==> src/rtl/multi_cycle_control_if.sv <==
// Signal bundle between the multi-cycle control FSM (master) and the
// datapath / memory side (slave). Names match the datapath wiring.
interface multi_cycle_control_if #(
  parameter int ALU_OP_WIDTH = 3
);
  // Mem_Ready_i is a completion strobe, not a request/grant pair: the control
  // unit holds Mem_Read/Mem_Write, IorD and the address selects steady for
  // every cycle of an access, and the access finishes on the first cycle in
  // which memory raises Mem_Ready_i. Memory may sample on any of those cycles.
  logic [6:0]              OP_i;
  logic                    Mem_Ready_i;
  logic                    PC_Write_o;
  logic                    PC_Write_Cond_o;
  logic                    Old_PC_Write_o;
  logic                    IR_Write_o;
  logic                    IorD_o;
  logic                    Mem_Read_o;
  logic                    Mem_Write_o;
  logic                    Reg_Write_o;
  logic [1:0]              Mem_to_Reg_o;
  logic [1:0]              ALU_Src_A_o;
  logic [1:0]              ALU_Src_B_o;
  logic [ALU_OP_WIDTH-1:0] ALU_Op_o;
  logic [1:0]              PC_Src_o;
  logic                    Illegal_o;
  logic                    Bus_Error_o;
  logic [3:0]              State_o;

  modport master (
    input  OP_i, Mem_Ready_i,
    output PC_Write_o, PC_Write_Cond_o, Old_PC_Write_o, IR_Write_o, IorD_o,
           Mem_Read_o, Mem_Write_o, Reg_Write_o, Mem_to_Reg_o, ALU_Src_A_o,
           ALU_Src_B_o, ALU_Op_o, PC_Src_o, Illegal_o, Bus_Error_o, State_o
  );

  modport slave (
    output OP_i, Mem_Ready_i,
    input  PC_Write_o, PC_Write_Cond_o, Old_PC_Write_o, IR_Write_o, IorD_o,
           Mem_Read_o, Mem_Write_o, Reg_Write_o, Mem_to_Reg_o, ALU_Src_A_o,
           ALU_Src_B_o, ALU_Op_o, PC_Src_o, Illegal_o, Bus_Error_o, State_o
  );
endinterface

==> src/rtl/multi_cycle_control.sv <==
// Multi-cycle RISC-V control unit: sequences fetch/decode/execute/memory/
// write-back over a shared memory port with wait-state timeout and trapping.
module multi_cycle_control #(
  parameter int ALU_OP_WIDTH = 3,
  parameter int MEM_TIMEOUT  = 16,
  parameter int TRAP_EN      = 1
) (
  input logic                   clk,
  input logic                   reset,
  multi_cycle_control_if.master bus
);
  typedef enum logic [3:0] {
    S_FETCH = 4'd0, S_DECODE = 4'd1, S_EXEC_R = 4'd2, S_EXEC_I = 4'd3,
    S_EXEC_LUI = 4'd4, S_MEM_ADDR = 4'd5, S_MEM_READ = 4'd6, S_MEM_WB = 4'd7,
    S_MEM_WRITE = 4'd8, S_ALU_WB = 4'd9, S_BRANCH = 4'd10, S_JAL = 4'd11,
    S_JALR = 4'd12, S_TRAP = 4'd13
  } state_t;

  localparam int CW = (MEM_TIMEOUT > 0) ? $clog2(MEM_TIMEOUT + 1) : 1;
  localparam logic [CW-1:0] CNT_LAST = CW'((MEM_TIMEOUT > 0) ? MEM_TIMEOUT - 1 : 0);

  state_t        r_state;
  logic [CW-1:0] r_cnt;
  logic          r_illegal;
  logic          r_bus_err;

  logic w_wait_state, w_waiting, w_timeout;

  assign w_wait_state = (r_state == S_FETCH) || (r_state == S_MEM_READ) ||
                        (r_state == S_MEM_WRITE);
  assign w_waiting    = w_wait_state && !bus.Mem_Ready_i;
  // The limit check uses the pre-increment count, so the cycle that would
  // bring the count to MEM_TIMEOUT is the last one; ready on it still wins.
  assign w_timeout    = (MEM_TIMEOUT > 0) && w_waiting && (r_cnt == CNT_LAST);

  always_ff @(posedge clk) begin
    if (reset) begin
      r_state   <= S_FETCH;
      r_cnt     <= '0;
      r_illegal <= 1'b0;
      r_bus_err <= 1'b0;
    end else begin
      r_cnt <= '0;
      if (w_waiting && !w_timeout && (MEM_TIMEOUT > 0)) r_cnt <= r_cnt + 1'b1;
      case (r_state)
        S_FETCH:     if (bus.Mem_Ready_i) r_state <= S_DECODE;
        S_DECODE: begin
          case (bus.OP_i)
            7'h33:        r_state <= S_EXEC_R;
            7'h13:        r_state <= S_EXEC_I;
            7'h37:        r_state <= S_EXEC_LUI;
            7'h03, 7'h23: r_state <= S_MEM_ADDR;
            7'h63:        r_state <= S_BRANCH;
            7'h6F:        r_state <= S_JAL;
            7'h67:        r_state <= S_JALR;
            default: begin
              if (TRAP_EN != 0) begin
                r_state   <= S_TRAP;
                r_illegal <= 1'b1;
              end else begin
                r_state <= S_FETCH;
              end
            end
          endcase
        end
        S_EXEC_R, S_EXEC_I, S_EXEC_LUI: r_state <= S_ALU_WB;
        S_MEM_ADDR:  r_state <= (bus.OP_i == 7'h23) ? S_MEM_WRITE : S_MEM_READ;
        S_MEM_READ:  if (bus.Mem_Ready_i) r_state <= S_MEM_WB;
        S_MEM_WRITE: if (bus.Mem_Ready_i) r_state <= S_FETCH;
        S_MEM_WB, S_ALU_WB, S_BRANCH, S_JAL, S_JALR: r_state <= S_FETCH;
        S_TRAP:      r_state <= S_TRAP;
        default: begin
          r_state   <= S_TRAP;
          r_illegal <= 1'b1;
        end
      endcase
      if (w_timeout) begin
        if (TRAP_EN != 0) begin
          r_state   <= S_TRAP;
          r_bus_err <= 1'b1;
        end else begin
          r_state <= S_FETCH;
        end
      end
    end
  end

  logic       w_pc_write, w_pc_write_cond, w_old_pc_write, w_ir_write;
  logic       w_iord, w_mem_read, w_mem_write, w_reg_write;
  logic [1:0] w_mem_to_reg, w_src_a, w_src_b, w_pc_src;
  logic [2:0] w_alu_op;

  // Moore decode of the state; reset blanks everything, including the
  // ready-qualified fetch strobes.
  always_comb begin
    w_pc_write      = 1'b0;
    w_pc_write_cond = 1'b0;
    w_old_pc_write  = 1'b0;
    w_ir_write      = 1'b0;
    w_iord          = 1'b0;
    w_mem_read      = 1'b0;
    w_mem_write     = 1'b0;
    w_reg_write     = 1'b0;
    w_mem_to_reg    = 2'b00;
    w_src_a         = 2'b00;
    w_src_b         = 2'b00;
    w_alu_op        = 3'b000;
    w_pc_src        = 2'b00;
    if (!reset) begin
      case (r_state)
        S_FETCH: begin
          w_mem_read = 1'b1;
          w_src_b    = 2'b01;
          w_alu_op   = 3'b100;
          if (bus.Mem_Ready_i) begin
            w_ir_write     = 1'b1;
            w_pc_write     = 1'b1;
            w_old_pc_write = 1'b1;
          end
        end
        S_DECODE:    begin w_src_a = 2'b10; w_src_b = 2'b10; w_alu_op = 3'b100; end
        S_EXEC_R:    begin w_src_a = 2'b01; w_src_b = 2'b00; w_alu_op = 3'b000; end
        S_EXEC_I:    begin w_src_a = 2'b01; w_src_b = 2'b10; w_alu_op = 3'b001; end
        S_EXEC_LUI:  begin w_src_b = 2'b10; w_alu_op = 3'b010; end
        S_MEM_ADDR: begin
          w_src_a  = 2'b01;
          w_src_b  = 2'b10;
          w_alu_op = (bus.OP_i == 7'h23) ? 3'b011 : 3'b100;
        end
        S_MEM_READ:  begin w_mem_read = 1'b1; w_iord = 1'b1; end
        S_MEM_WB:    begin w_reg_write = 1'b1; w_mem_to_reg = 2'b01; end
        S_MEM_WRITE: begin w_mem_write = 1'b1; w_iord = 1'b1; end
        S_ALU_WB:    w_reg_write = 1'b1;
        S_BRANCH: begin
          w_src_a = 2'b01; w_alu_op = 3'b111; w_pc_write_cond = 1'b1; w_pc_src = 2'b01;
        end
        S_JAL: begin
          w_alu_op = 3'b101; w_pc_write = 1'b1; w_pc_src = 2'b01;
          w_reg_write = 1'b1; w_mem_to_reg = 2'b10;
        end
        S_JALR: begin
          w_src_a = 2'b01; w_src_b = 2'b10; w_alu_op = 3'b110; w_pc_write = 1'b1;
          w_reg_write = 1'b1; w_mem_to_reg = 2'b10;
        end
        default: ;
      endcase
    end
  end

  assign bus.PC_Write_o      = w_pc_write;
  assign bus.PC_Write_Cond_o = w_pc_write_cond;
  assign bus.Old_PC_Write_o  = w_old_pc_write;
  assign bus.IR_Write_o      = w_ir_write;
  assign bus.IorD_o          = w_iord;
  assign bus.Mem_Read_o      = w_mem_read;
  assign bus.Mem_Write_o     = w_mem_write;
  assign bus.Reg_Write_o     = w_reg_write;
  assign bus.Mem_to_Reg_o    = w_mem_to_reg;
  assign bus.ALU_Src_A_o     = w_src_a;
  assign bus.ALU_Src_B_o     = w_src_b;
  assign bus.ALU_Op_o        = ALU_OP_WIDTH'(w_alu_op);
  assign bus.PC_Src_o        = w_pc_src;
  assign bus.Illegal_o       = r_illegal & ~reset;
  assign bus.Bus_Error_o     = r_bus_err & ~reset;
  assign bus.State_o         = reset ? 4'd0 : r_state;
endmodule

==> src/flat_wrapper.sv <==
// flat-port wrapper written by rule: the top's interface ports become plain ports
module multi_cycle_control_flat 
#(
  parameter int ALU_OP_WIDTH = 3,
  parameter int MEM_TIMEOUT  = 16,
  parameter int TRAP_EN      = 1
)
  (clk, reset, bus_OP_i, bus_Mem_Ready_i, bus_PC_Write_o, bus_PC_Write_Cond_o, bus_Old_PC_Write_o, bus_IR_Write_o, bus_IorD_o, bus_Mem_Read_o, bus_Mem_Write_o, bus_Reg_Write_o, bus_Mem_to_Reg_o, bus_ALU_Src_A_o, bus_ALU_Src_B_o, bus_ALU_Op_o, bus_PC_Src_o, bus_Illegal_o, bus_Bus_Error_o, bus_State_o);
  multi_cycle_control_if #(.ALU_OP_WIDTH(ALU_OP_WIDTH)) bus_i ();
  input logic clk;
  input logic reset;
  input wire logic [$bits(bus_i.OP_i)-1:0] bus_OP_i;
  input wire logic [$bits(bus_i.Mem_Ready_i)-1:0] bus_Mem_Ready_i;
  output wire logic [$bits(bus_i.PC_Write_o)-1:0] bus_PC_Write_o;
  output wire logic [$bits(bus_i.PC_Write_Cond_o)-1:0] bus_PC_Write_Cond_o;
  output wire logic [$bits(bus_i.Old_PC_Write_o)-1:0] bus_Old_PC_Write_o;
  output wire logic [$bits(bus_i.IR_Write_o)-1:0] bus_IR_Write_o;
  output wire logic [$bits(bus_i.IorD_o)-1:0] bus_IorD_o;
  output wire logic [$bits(bus_i.Mem_Read_o)-1:0] bus_Mem_Read_o;
  output wire logic [$bits(bus_i.Mem_Write_o)-1:0] bus_Mem_Write_o;
  output wire logic [$bits(bus_i.Reg_Write_o)-1:0] bus_Reg_Write_o;
  output wire logic [$bits(bus_i.Mem_to_Reg_o)-1:0] bus_Mem_to_Reg_o;
  output wire logic [$bits(bus_i.ALU_Src_A_o)-1:0] bus_ALU_Src_A_o;
  output wire logic [$bits(bus_i.ALU_Src_B_o)-1:0] bus_ALU_Src_B_o;
  output wire logic [$bits(bus_i.ALU_Op_o)-1:0] bus_ALU_Op_o;
  output wire logic [$bits(bus_i.PC_Src_o)-1:0] bus_PC_Src_o;
  output wire logic [$bits(bus_i.Illegal_o)-1:0] bus_Illegal_o;
  output wire logic [$bits(bus_i.Bus_Error_o)-1:0] bus_Bus_Error_o;
  output wire logic [$bits(bus_i.State_o)-1:0] bus_State_o;
  assign bus_i.OP_i = bus_OP_i;
  assign bus_i.Mem_Ready_i = bus_Mem_Ready_i;
  assign bus_PC_Write_o = bus_i.PC_Write_o;
  assign bus_PC_Write_Cond_o = bus_i.PC_Write_Cond_o;
  assign bus_Old_PC_Write_o = bus_i.Old_PC_Write_o;
  assign bus_IR_Write_o = bus_i.IR_Write_o;
  assign bus_IorD_o = bus_i.IorD_o;
  assign bus_Mem_Read_o = bus_i.Mem_Read_o;
  assign bus_Mem_Write_o = bus_i.Mem_Write_o;
  assign bus_Reg_Write_o = bus_i.Reg_Write_o;
  assign bus_Mem_to_Reg_o = bus_i.Mem_to_Reg_o;
  assign bus_ALU_Src_A_o = bus_i.ALU_Src_A_o;
  assign bus_ALU_Src_B_o = bus_i.ALU_Src_B_o;
  assign bus_ALU_Op_o = bus_i.ALU_Op_o;
  assign bus_PC_Src_o = bus_i.PC_Src_o;
  assign bus_Illegal_o = bus_i.Illegal_o;
  assign bus_Bus_Error_o = bus_i.Bus_Error_o;
  assign bus_State_o = bus_i.State_o;
  multi_cycle_control #(.ALU_OP_WIDTH(ALU_OP_WIDTH), .MEM_TIMEOUT(MEM_TIMEOUT), .TRAP_EN(TRAP_EN)) u_core (.clk(clk), .reset(reset), .bus(bus_i));
endmodule
==> config.mk <==
export PLATFORM = sky130hd
export DESIGN_NAME = multi_cycle_control_flat
export DESIGN_NICKNAME = d
export VERILOG_FILES = /design/src/rtl/multi_cycle_control_if.sv /design/src/rtl/multi_cycle_control.sv /design/src/flat_wrapper.sv
export SDC_FILE = /design/constraint.sdc
export NUM_CORES = 1
export LEC_CHECK = 0
export ABC_AREA = 0
export BUFFER_PORTS_ARGS = -buffer_cell sky130_fd_sc_hd__buf_4
export CAP_MARGIN = 10
export CORE_ASPECT_RATIO = 1.2
export CORE_UTILIZATION = 53
export CTS_CLUSTER_SIZE = 30
export DETAILED_ROUTE_END_ITERATION = 7
export PLACE_DENSITY = 0.84
export SYNTH_ARGS = -nofsm -noshare
export SYNTH_HDL_FRONTEND = slang
export SYNTH_SLANG_ARGS = --single-unit
==> constraint.sdc <==
create_clock -name clk -period 3 [get_ports clk]
set_input_delay 0.3 -clock clk [delete_from_list [all_inputs] [get_ports clk]]
set_output_delay 0.3 -clock clk [all_outputs]
set_load 0.02 [all_outputs]
==> summary.log, run 1 <==
INFO  sta            final-max-slew-violation-count=0
INFO  worst_setup_path worstReg2RegStart=u_core.r_state[0]
INFO  global_routing grt_first_pass_wirelength=4240um
INFO  die            die_x=42.1um
INFO  worst_setup_path crit_path_start_kind=flop
INFO  drt            finalWirelength=2470um
INFO  job            maxCapViolations=0
INFO  cts            cts_tree=done
INFO  place          place_hpwl=1840um
INFO  synth          flip_flop_and_latch_count_after_synthesis=11
INFO  global_routing via_count_of_the_first_global_routing_pass=1028
INFO  power_and_ir_drop power_per_cell_area=491mW/mm^2
INFO  cts            cts.clk_slew.worst_paths=70ps
INFO  place          port_buffers=33
INFO  drt            detail_route.vias_per_cell=5.95
INFO  global_routing antenna_found_initial=0
INFO  cts            numClockSinks=11
INFO  power_and_ir_drop ir_drop=0.326mV
INFO  place          globalplace.congestion=0.756
INFO  die            ioPinCount=35
INFO  die            initial_utilization=55.8%
INFO  worst_hold_path worst_hold_path_type=in -> reg
INFO  drt            detail_route.first_pass.iterations=4
INFO  layout         final_nets=182
INFO  worst_setup_path worst-setup-path-type=reg -> out
INFO  power_and_ir_drop power_leakage=0.000530uW
INFO  place          placed_cell_areas=0.00124mm^2
INFO  global_routing globalRouteOverflowTotal=0
INFO  sta            rsz0062_at_grt=false
INFO  cts            root_buffer=sky130_fd_sc_hd__clkbuf_4
INFO  synth          syn-instance-count=144
INFO  global_routing pin_count_of_the_biggest_net_entering_global_routing=24
INFO  synth          async_flop_share=0%
INFO  die            floorplan.die_area=0.00211mm^2
INFO  layout         layout.cells.most_common_list=33 x sky130_fd_sc_hd__buf_4, 19 x sky130_fd_sc_hd__nor2_1, 11 x sky130_fd_sc_hd__dfxtp_1, 10 x sky130_fd_sc_hd__nand2_1, 9 x sky130_fd_sc_hd__a21oi_1
INFO  sta            setup-tns-final=0ps
INFO  synth          yosysWarnings=0
INFO  cts            cts_max_level=1
INFO  sta            final.setup_skew=1.52ps
INFO  cts            hold_buffers=0
INFO  outcome        status=finished clean
INFO  cts            cts_setup_buffers=0
INFO  layout         drive_above_1_share=25.4%
INFO  sta            report.final.hold_viol_count=0
INFO  sta            final_min_period_over_clock_period=81.0%
INFO  sta            worst_slew_pin_slew=724ps
INFO  die            die_h=50.1um
INFO  drt            route.detailed.drc=0
INFO  synth          synth.avg_cell_area=7.09um^2
INFO  cts            post_cts.resized_instances=0
INFO  drt            route.antenna.remaining_nets=0
INFO  synth          postSynth.topFlopCell=sky130_fd_sc_hd__dfxtp_1
INFO  sta            final_critical_path_required_period=2430ps
INFO  cts            cts_bufs_inserted=3
INFO  synth          syn-num-nets=156
INFO  sta            max_clock_freq=0.412GHz
INFO  layout         final_common_cell=sky130_fd_sc_hd__buf_4
INFO  synth          synth-edff-count=0
INFO  cts            clkLatencyLatePin=270ps
INFO  synth          post_synth_num_cell_types=47
INFO  layout         insertedDiodeCount=0
INFO  worst_setup_path cp.required=2700ps
INFO  worst_setup_path crit_arrival=2130ps
INFO  worst_setup_path worst-path-max-fanout=22
INFO  die            row_count=17
INFO  drt            num_vias=1118
INFO  worst_hold_path hp-start=reset
INFO  worst_setup_path cp-end-kind=output port
INFO  drt            initialDrtViolationCount=41
INFO  global_routing grt.total_usage=25.5%
INFO  worst_setup_path critPathLaunch=u_core.r_state[0]
INFO  drt            wire_per_inst=13.1um
INFO  synth          post_synth_instance_area=0.00102mm^2
INFO  synth          synth_seq_area_share=21.6%
INFO  layout         areaGrowthSynthToFinish=23.9%
INFO  sta            final-setup-viol-count=0
INFO  die            fp.coreArea=0.00183mm^2
INFO  sta            timing.slew.headroom=51.7%
INFO  cts            cts_buffer_depth=2
INFO  layout         fin_area=0.00126mm^2
path summary, 6_finish.rpt:
path / endpoint / slack [ps] / cells after the start
max reg2reg: u_core.r_state[2] / 800 / 4
min reg2reg: u_core.r_cnt[0] / 450 / 1
max: bus_ALU_Src_A_o[1] / 570 / 4
min: u_core.r_bus_err / 360 / 2
where the power goes:
part	internal [uW]	leakage (uW)	switching, uW
Sequential	162	0.0000898	62.4
Combinational	134	0.000425	159
Clock	51.6	0.0000150	51.7
area by class of cell:
| class | instances | area (um^2) |
|---|---|---|
| clock buffer | 4 | 26.3 |
| fill | 170 | 564 |
| inverter | 6 | 22.5 |
| multi-input combinational | 115 | 724 |
| sequential | 11 | 220 |
| tap | 19 | 23.8 |
| timing repair buffer | 33 | 248 |
Yosys cell counts (2+ instances only):
| cell | count | share of area (%) |
|---|---|---|
| sky130_fd_sc_hd__a2111oi_0 | 3 | 2.6 |
| sky130_fd_sc_hd__dfxtp_1 | 11 | 22 |
| sky130_fd_sc_hd__xnor2_1 | 2 | 1.7 |
| sky130_fd_sc_hd__nand2_1 | 10 | 3.7 |
| sky130_fd_sc_hd__clkbuf_1 | 5 | 1.8 |
| sky130_fd_sc_hd__nor4_1 | 3 | 1.8 |
| sky130_fd_sc_hd__or3_1 | 2 | 1.2 |
| sky130_fd_sc_hd__ha_1 | 2 | 2.5 |
| sky130_fd_sc_hd__or2_2 | 2 | 1.2 |
| sky130_fd_sc_hd__buf_1 | 4 | 1.5 |
| sky130_fd_sc_hd__o21ai_0 | 8 | 3.9 |
| sky130_fd_sc_hd__nand3_1 | 2 | 0.98 |
| sky130_fd_sc_hd__xor2_1 | 3 | 2.6 |
| sky130_fd_sc_hd__nand2b_1 | 7 | 4.3 |
| sky130_fd_sc_hd__nor2_1 | 19 | 7.0 |
| sky130_fd_sc_hd__a21oi_1 | 9 | 4.4 |
| sky130_fd_sc_hd__nor3_1 | 6 | 2.9 |
| sky130_fd_sc_hd__buf_4 | 2 | 1.5 |
| sky130_fd_sc_hd__nor2b_1 | 6 | 3.7 |
| sky130_fd_sc_hd__inv_1 | 6 | 2.2 |
| sky130_fd_sc_hd__a21boi_0 | 2 | 1.5 |
| sky130_fd_sc_hd__nand3b_1 | 3 | 2.2 |
| sky130_fd_sc_hd__a31oi_1 | 3 | 1.8 |
cell families after synthesis:
kind of cell	Yosys count	synth area share, %
AND/OR/NAND/NOR	69	38.0
flip-flops	11	21.6
XOR/XNOR	5	4.29
multiplexers	1	0.980
adder cells (fa/ha/maj)	2	2.45
other	1	0.367
buffers and inverters	18	7.47
AO/OA/AOI/OAI	37	24.9
worst max-delay path, cell delays in order, from the launching register on:
cell                      delay, ps
sky130_fd_sc_hd__dfxtp_1        770
sky130_fd_sc_hd__inv_1          220
sky130_fd_sc_hd__nor4_1         510
sky130_fd_sc_hd__nor2b_1        200
sky130_fd_sc_hd__buf_4          150
stage by stage:
stage / total power, uW / setup slack, ps / hold WS, ps / std cells / util (%)
6_report: 622 / 571 / 355 / 188 / 69.2
5_1_grt: 665 / 398 / 369 / 188 / 69.2
4_1_cts: 622 / 597 / 346 / 188 / 69.2
3_5_place_dp: 518 / 861 / 443 / 184 / 67.7
3_3_place_gp: 511 / 927 / 433 / 184 / 67.7
2_1_floorplan: 423 / 634 / 418 / 144 / -
routing by layer:
layer  global-route usage, %  up-vias  wire [um]
met4                    13.5        0         44
li1                        -      563          -
met1                    29.0      507       1050
met3                    1.47        5        115
met2                    46.6       43       1260
met5                       0        -          0
registers in the layout (all words and copies together) (netlist names):
register,flops
u_core.r_bus_err,1
u_core.r_illegal,1
u_core.r_state,4
u_core.r_cnt,5
Note: power is estimated with default switching activity, not from simulation.
==> run 2: changes to the inputs <==
--- a/config.mk
+++ b/config.mk
@@ -5,14 +5,14 @@
 export SDC_FILE = /design/constraint.sdc
 export NUM_CORES = 1
 export LEC_CHECK = 0
-export ABC_AREA = 0
+export ABC_AREA = 1
 export BUFFER_PORTS_ARGS = -buffer_cell sky130_fd_sc_hd__buf_4
 export CAP_MARGIN = 10
 export CORE_ASPECT_RATIO = 1.2
-export CORE_UTILIZATION = 53
+export CORE_UTILIZATION = 49
 export CTS_CLUSTER_SIZE = 30
 export DETAILED_ROUTE_END_ITERATION = 7
-export PLACE_DENSITY = 0.84
+export PLACE_DENSITY = 0.79
 export SYNTH_ARGS = -nofsm -noshare
 export SYNTH_HDL_FRONTEND = slang
 export SYNTH_SLANG_ARGS = --single-unit
==> constraint.sdc (replaced) <==
create_clock -name clk -period 2.3 [get_ports clk]
set_input_delay 0.23 -clock clk [delete_from_list [all_inputs] [get_ports clk]]
set_output_delay 0.23 -clock clk [all_outputs]
set_load 0.02 [all_outputs]
==> summary.log, run 2 <==
INFO  worst_setup_path cp.required=2070ps [-630 ps]
INFO  global_routing antenna_found_initial=0 [unchanged]
INFO  synth          netlist_top_cells_count=40 x sky130_fd_sc_hd__nor2_1, 33 x sky130_fd_sc_hd__nand2_1, 23 x sky130_fd_sc_hd__inv_1
INFO  die            ioPinCount=35 [unchanged]
INFO  sta            final_min_period_over_clock_period=83.6%
INFO  sta            final-max-slew-violation-count=0 [unchanged]
INFO  worst_setup_path worst-setup-path-type=reg -> out
INFO  synth          synth.avg_cell_area=5.70um^2 [-20%]
INFO  synth          syn-num-nets=186 [+19%]
INFO  worst_setup_path worst-r2r-cell-count=7 [+3]
INFO  outcome        status=finished clean
INFO  global_routing grt.total_usage=23.4% [-2.0 points]
INFO  synth          synth_seq_area_share=22.2% [+0.63 points]
INFO  worst_hold_path holdPathStages=2 [unchanged]
INFO  cts            root_buffer=sky130_fd_sc_hd__clkbuf_4
INFO  worst_hold_path timing.hold.worst_endpoint=u_core.r_bus_err
INFO  synth          post_synth_num_cell_types=25 [-47%]
INFO  synth          postSynth.topFlopCell=sky130_fd_sc_hd__dfxtp_1
INFO  sta            report.final.hold_viol_count=0 [unchanged]
INFO  cts            cts_buffer_depth=2 [unchanged]
INFO  die            floorplan.die_area=0.00221mm^2 [+4.9%]
INFO  layout         areaGrowthSynthToFinish=27.0%
INFO  layout         reg.largest.list=u_core.r_cnt: 5 flops, u_core.r_state: 4 flops
INFO  worst_setup_path crit_path_start_kind=flop
INFO  die            die_h=51.3um [+2.4%]
INFO  worst_setup_path timing.reg2reg.setup_slack=850ps [+50 ps]
INFO  layout         final_nets=219 [+20%]
INFO  sta            rsz0062_at_grt=false
INFO  synth          synth.largest_area_cell=sky130_fd_sc_hd__dfxtp_1
INFO  layout         flip_flop_count_of_the_largest_register_all_copies_and_words_added=5 [unchanged]
INFO  die            row_count=17 [unchanged]
INFO  power_and_ir_drop power.share.switching=51.0% [+7.0 points]
INFO  cts            post_cts.resized_instances=0 [unchanged]
INFO  drt            num_vias=1161 [+3.8%]
INFO  synth          yosysMostFrequentCell=sky130_fd_sc_hd__nor2_1
INFO  layout         final_cells=225 [+20%]
INFO  synth          yosysWarnings=0 [unchanged]
INFO  place          place_hpwl=2040um [+11%]
INFO  sta            max_clock_freq=0.520GHz
INFO  worst_setup_path critPathLaunch=u_core.r_state[2]
INFO  job            maxCapViolations=0 [unchanged]
INFO  cts            cts_bufs_inserted=3 [unchanged]
INFO  layout         multiInputGateArea=633um^2 [-13%]
INFO  drt            initialDrtViolationCount=30 [-27%]
INFO  power_and_ir_drop power_per_cell_area=921mW/mm^2 [+88%]
INFO  place          number_of_placed_cells_counting_well_taps=221 [+20%]
INFO  drt            detail_route.first_pass.iterations=4 [unchanged]
INFO  drt            finalWirelength=2380um [-3.4%]
INFO  global_routing via_count_of_the_first_global_routing_pass=973 [-5.4%]
INFO  global_routing globalRouteOverflowTotal=0 [unchanged]
INFO  power_and_ir_drop sequentialPowerShare=24.7% [-11 points]
INFO  synth          synth_top_cells_by_area=sky130_fd_sc_hd__dfxtp_1 22%, sky130_fd_sc_hd__nor2_1 15%, sky130_fd_sc_hd__nand2_1 12%
INFO  sta            final.setup_skew=6.86ps [+5.34 ps]
INFO  cts            cts.clk_slew.worst_paths=70ps [about the same]
INFO  sta            final_critical_path_required_period=1920ps
INFO  worst_setup_path cp-end-kind=output port
INFO  power_and_ir_drop power_leakage=0.000671uW [+27%]
INFO  layout         fin_util=67.3% [-1.8 points]
INFO  power_and_ir_drop p_int=569uW [+64%]
INFO  place          globalplace.congestion=0.888 [+17%]
INFO  worst_setup_path regToRegEndpoint=u_core.r_cnt[2]
INFO  cts            clkLatencyLatePin=260ps [about the same]
INFO  layout         top_register=u_core.r_cnt
INFO  global_routing grt_first_pass_wirelength=4070um [-4.1%]
INFO  drt            wire_per_inst=10.6um [-19%]
INFO  synth          post_synth_instance_area=992um^2 [-2.8%]
INFO  place          port_buffers=33 [unchanged]
INFO  synth          synth_largest_type_area_fraction=22.2% [+0.63 points]
INFO  layout         nFillCells=189 [+11%]
INFO  die            die_x=43.1um [+2.4%]
INFO  synth          async_flop_share=0% [unchanged]
INFO  layout         insertedDiodeCount=0 [unchanged]
INFO  worst_setup_path worst-path-max-fanout=9 [-59%]
INFO  cts            cts_setup_buffers=0 [unchanged]
INFO  drt            detail_route.vias_per_cell=5.16 [-13%]
INFO  sta            final-setup-viol-count=0 [unchanged]
INFO  power_and_ir_drop clock_power_share=10.9% [-5.7 points]
INFO  cts            cts_tree=done
INFO  cts            hold_buffers=0 [unchanged]
INFO  worst_setup_path worstReg2RegStart=u_core.r_cnt[0]
INFO  layout         final_common_cell=sky130_fd_sc_hd__nor2_1
INFO  synth          synth-edff-count=0 [unchanged]
INFO  drt            route.detailed.drc=0 [unchanged]
INFO  power_and_ir_drop ir_drop=0.595mV [+83%]
INFO  worst_hold_path hp-start=reset
INFO  synth          flip_flop_and_latch_count_after_synthesis=11 [unchanged]
INFO  layout         sequential_cell_area=220um^2 [unchanged]
INFO  cts            numClockSinks=11 [unchanged]
INFO  worst_setup_path crit_arrival=1690ps [-440 ps]
INFO  power_and_ir_drop comb_power_share=64.5% [+17 points]
INFO  cts            cts_max_level=1 [unchanged]
INFO  layout         layout.cells.most_common_list=40 x sky130_fd_sc_hd__nor2_1, 33 x sky130_fd_sc_hd__nand2_1, 33 x sky130_fd_sc_hd__buf_4, 23 x sky130_fd_sc_hd__inv_1, 12 x sky130_fd_sc_hd__a21oi_1
INFO  worst_hold_path worst_hold_path_type=in -> reg
INFO  die            fp.coreArea=0.00187mm^2 [+2.3%]
INFO  global_routing pin_count_of_the_biggest_net_entering_global_routing=25 [+4.2%]
INFO  power_and_ir_drop p_sw=592uW [+120%]
INFO  drt            route.antenna.remaining_nets=0 [unchanged]
INFO  layout         drive_above_1_share=27.7% [+2.2 points]
INFO  synth          syn-instance-count=174 [+21%]
INFO  die            initial_utilization=53.0% [-2.8 points]
INFO  sta            setup-tns-final=0ps [unchanged]
[run 2: changes by cell type in the layout (fill, tap and decap cells not counted), sizes merged, moves of 5 or more]
cell,delta
inv,+23
nand2,+25
nand3,+9
nand4,+5
nor2,+29
nand2b,-7
nor2b,-6
[run 2: power by group through the flow]
stage	Sequential, uW	Clock [uW]	Combinational, uW
finish	286	126	749
global route	293	142	828
CTS	285	131	747
detailed placement	290	0	746
global placement	286	0	740
floorplan	263	0	563
[run 2: worst max path at each step]
stage                           end  slack, ps  cells past startpoint
floorplan           bus_Reg_Write_o        650                      7
global placement    bus_ALU_Op_o[0]        740                      9
detailed placement  bus_ALU_Op_o[0]        680                      9
CTS                 bus_ALU_Op_o[0]        380                      9
global route        bus_ALU_Op_o[0]        200                      9
finish              bus_ALU_Op_o[0]        380                      9
[run 2: final cells by class]
cell class / count / share of cell area (%)
Clock buffer: 4 / 2.09
Inverter: 29 / 8.64
Sequential cell: 11 / 17.5
Multi-Input combinational cell: 129 / 50.2
Tap cell: 19 / 1.89
Timing Repair Buffer: 33 / 19.7
[run 2: logic make-up (layout without fill, tap and decap cells)]
family	count (synthesis)	count (layout)	share of synthesized area [%]
simple gates	107	107	50.8
buf+inv	34	66	14.0
compound gates	18	18	9.21
flops	11	11	22.2
fa+ha+maj	2	2	2.52
other cells	1	1	0.378
xor+xnor	1	1	0.883
[run 2: through the flow]
step,instance area (um^2),worst slack (ps),hold WS [ps],power [uW]
after floorplan,992,649,418,826
after global placement,1230,736,430,1030
after detailed placement,1230,677,454,1040
after CTS,1260,381,290,1160
after global routing,1260,196,306,1260
final,1260,377,297,1160
[run 2: critical path: stages (launching register included)]
cell and delay, ps:
sky130_fd_sc_hd__dfxtp_1 500, sky130_fd_sc_hd__nand2_1 150, sky130_fd_sc_hd__nor2_2 190, sky130_fd_sc_hd__nand4_1 130, sky130_fd_sc_hd__inv_1 70, sky130_fd_sc_hd__nor2_1 40, sky130_fd_sc_hd__o21ai_1 90, sky130_fd_sc_hd__nand2_1 60
sky130_fd_sc_hd__inv_1 50, sky130_fd_sc_hd__buf_4 130
[run 2: metal layers]
metal / global-route usage, % / share of wire, % / up-vias
met1: 28.6 / 42 / 507
met4: 3.03 / 0 / 0
li1: - / - / 610
met2: 41.8 / 52 / 44
met3: 6.01 / 6.1 / 0
met5: 0 / 0 / -
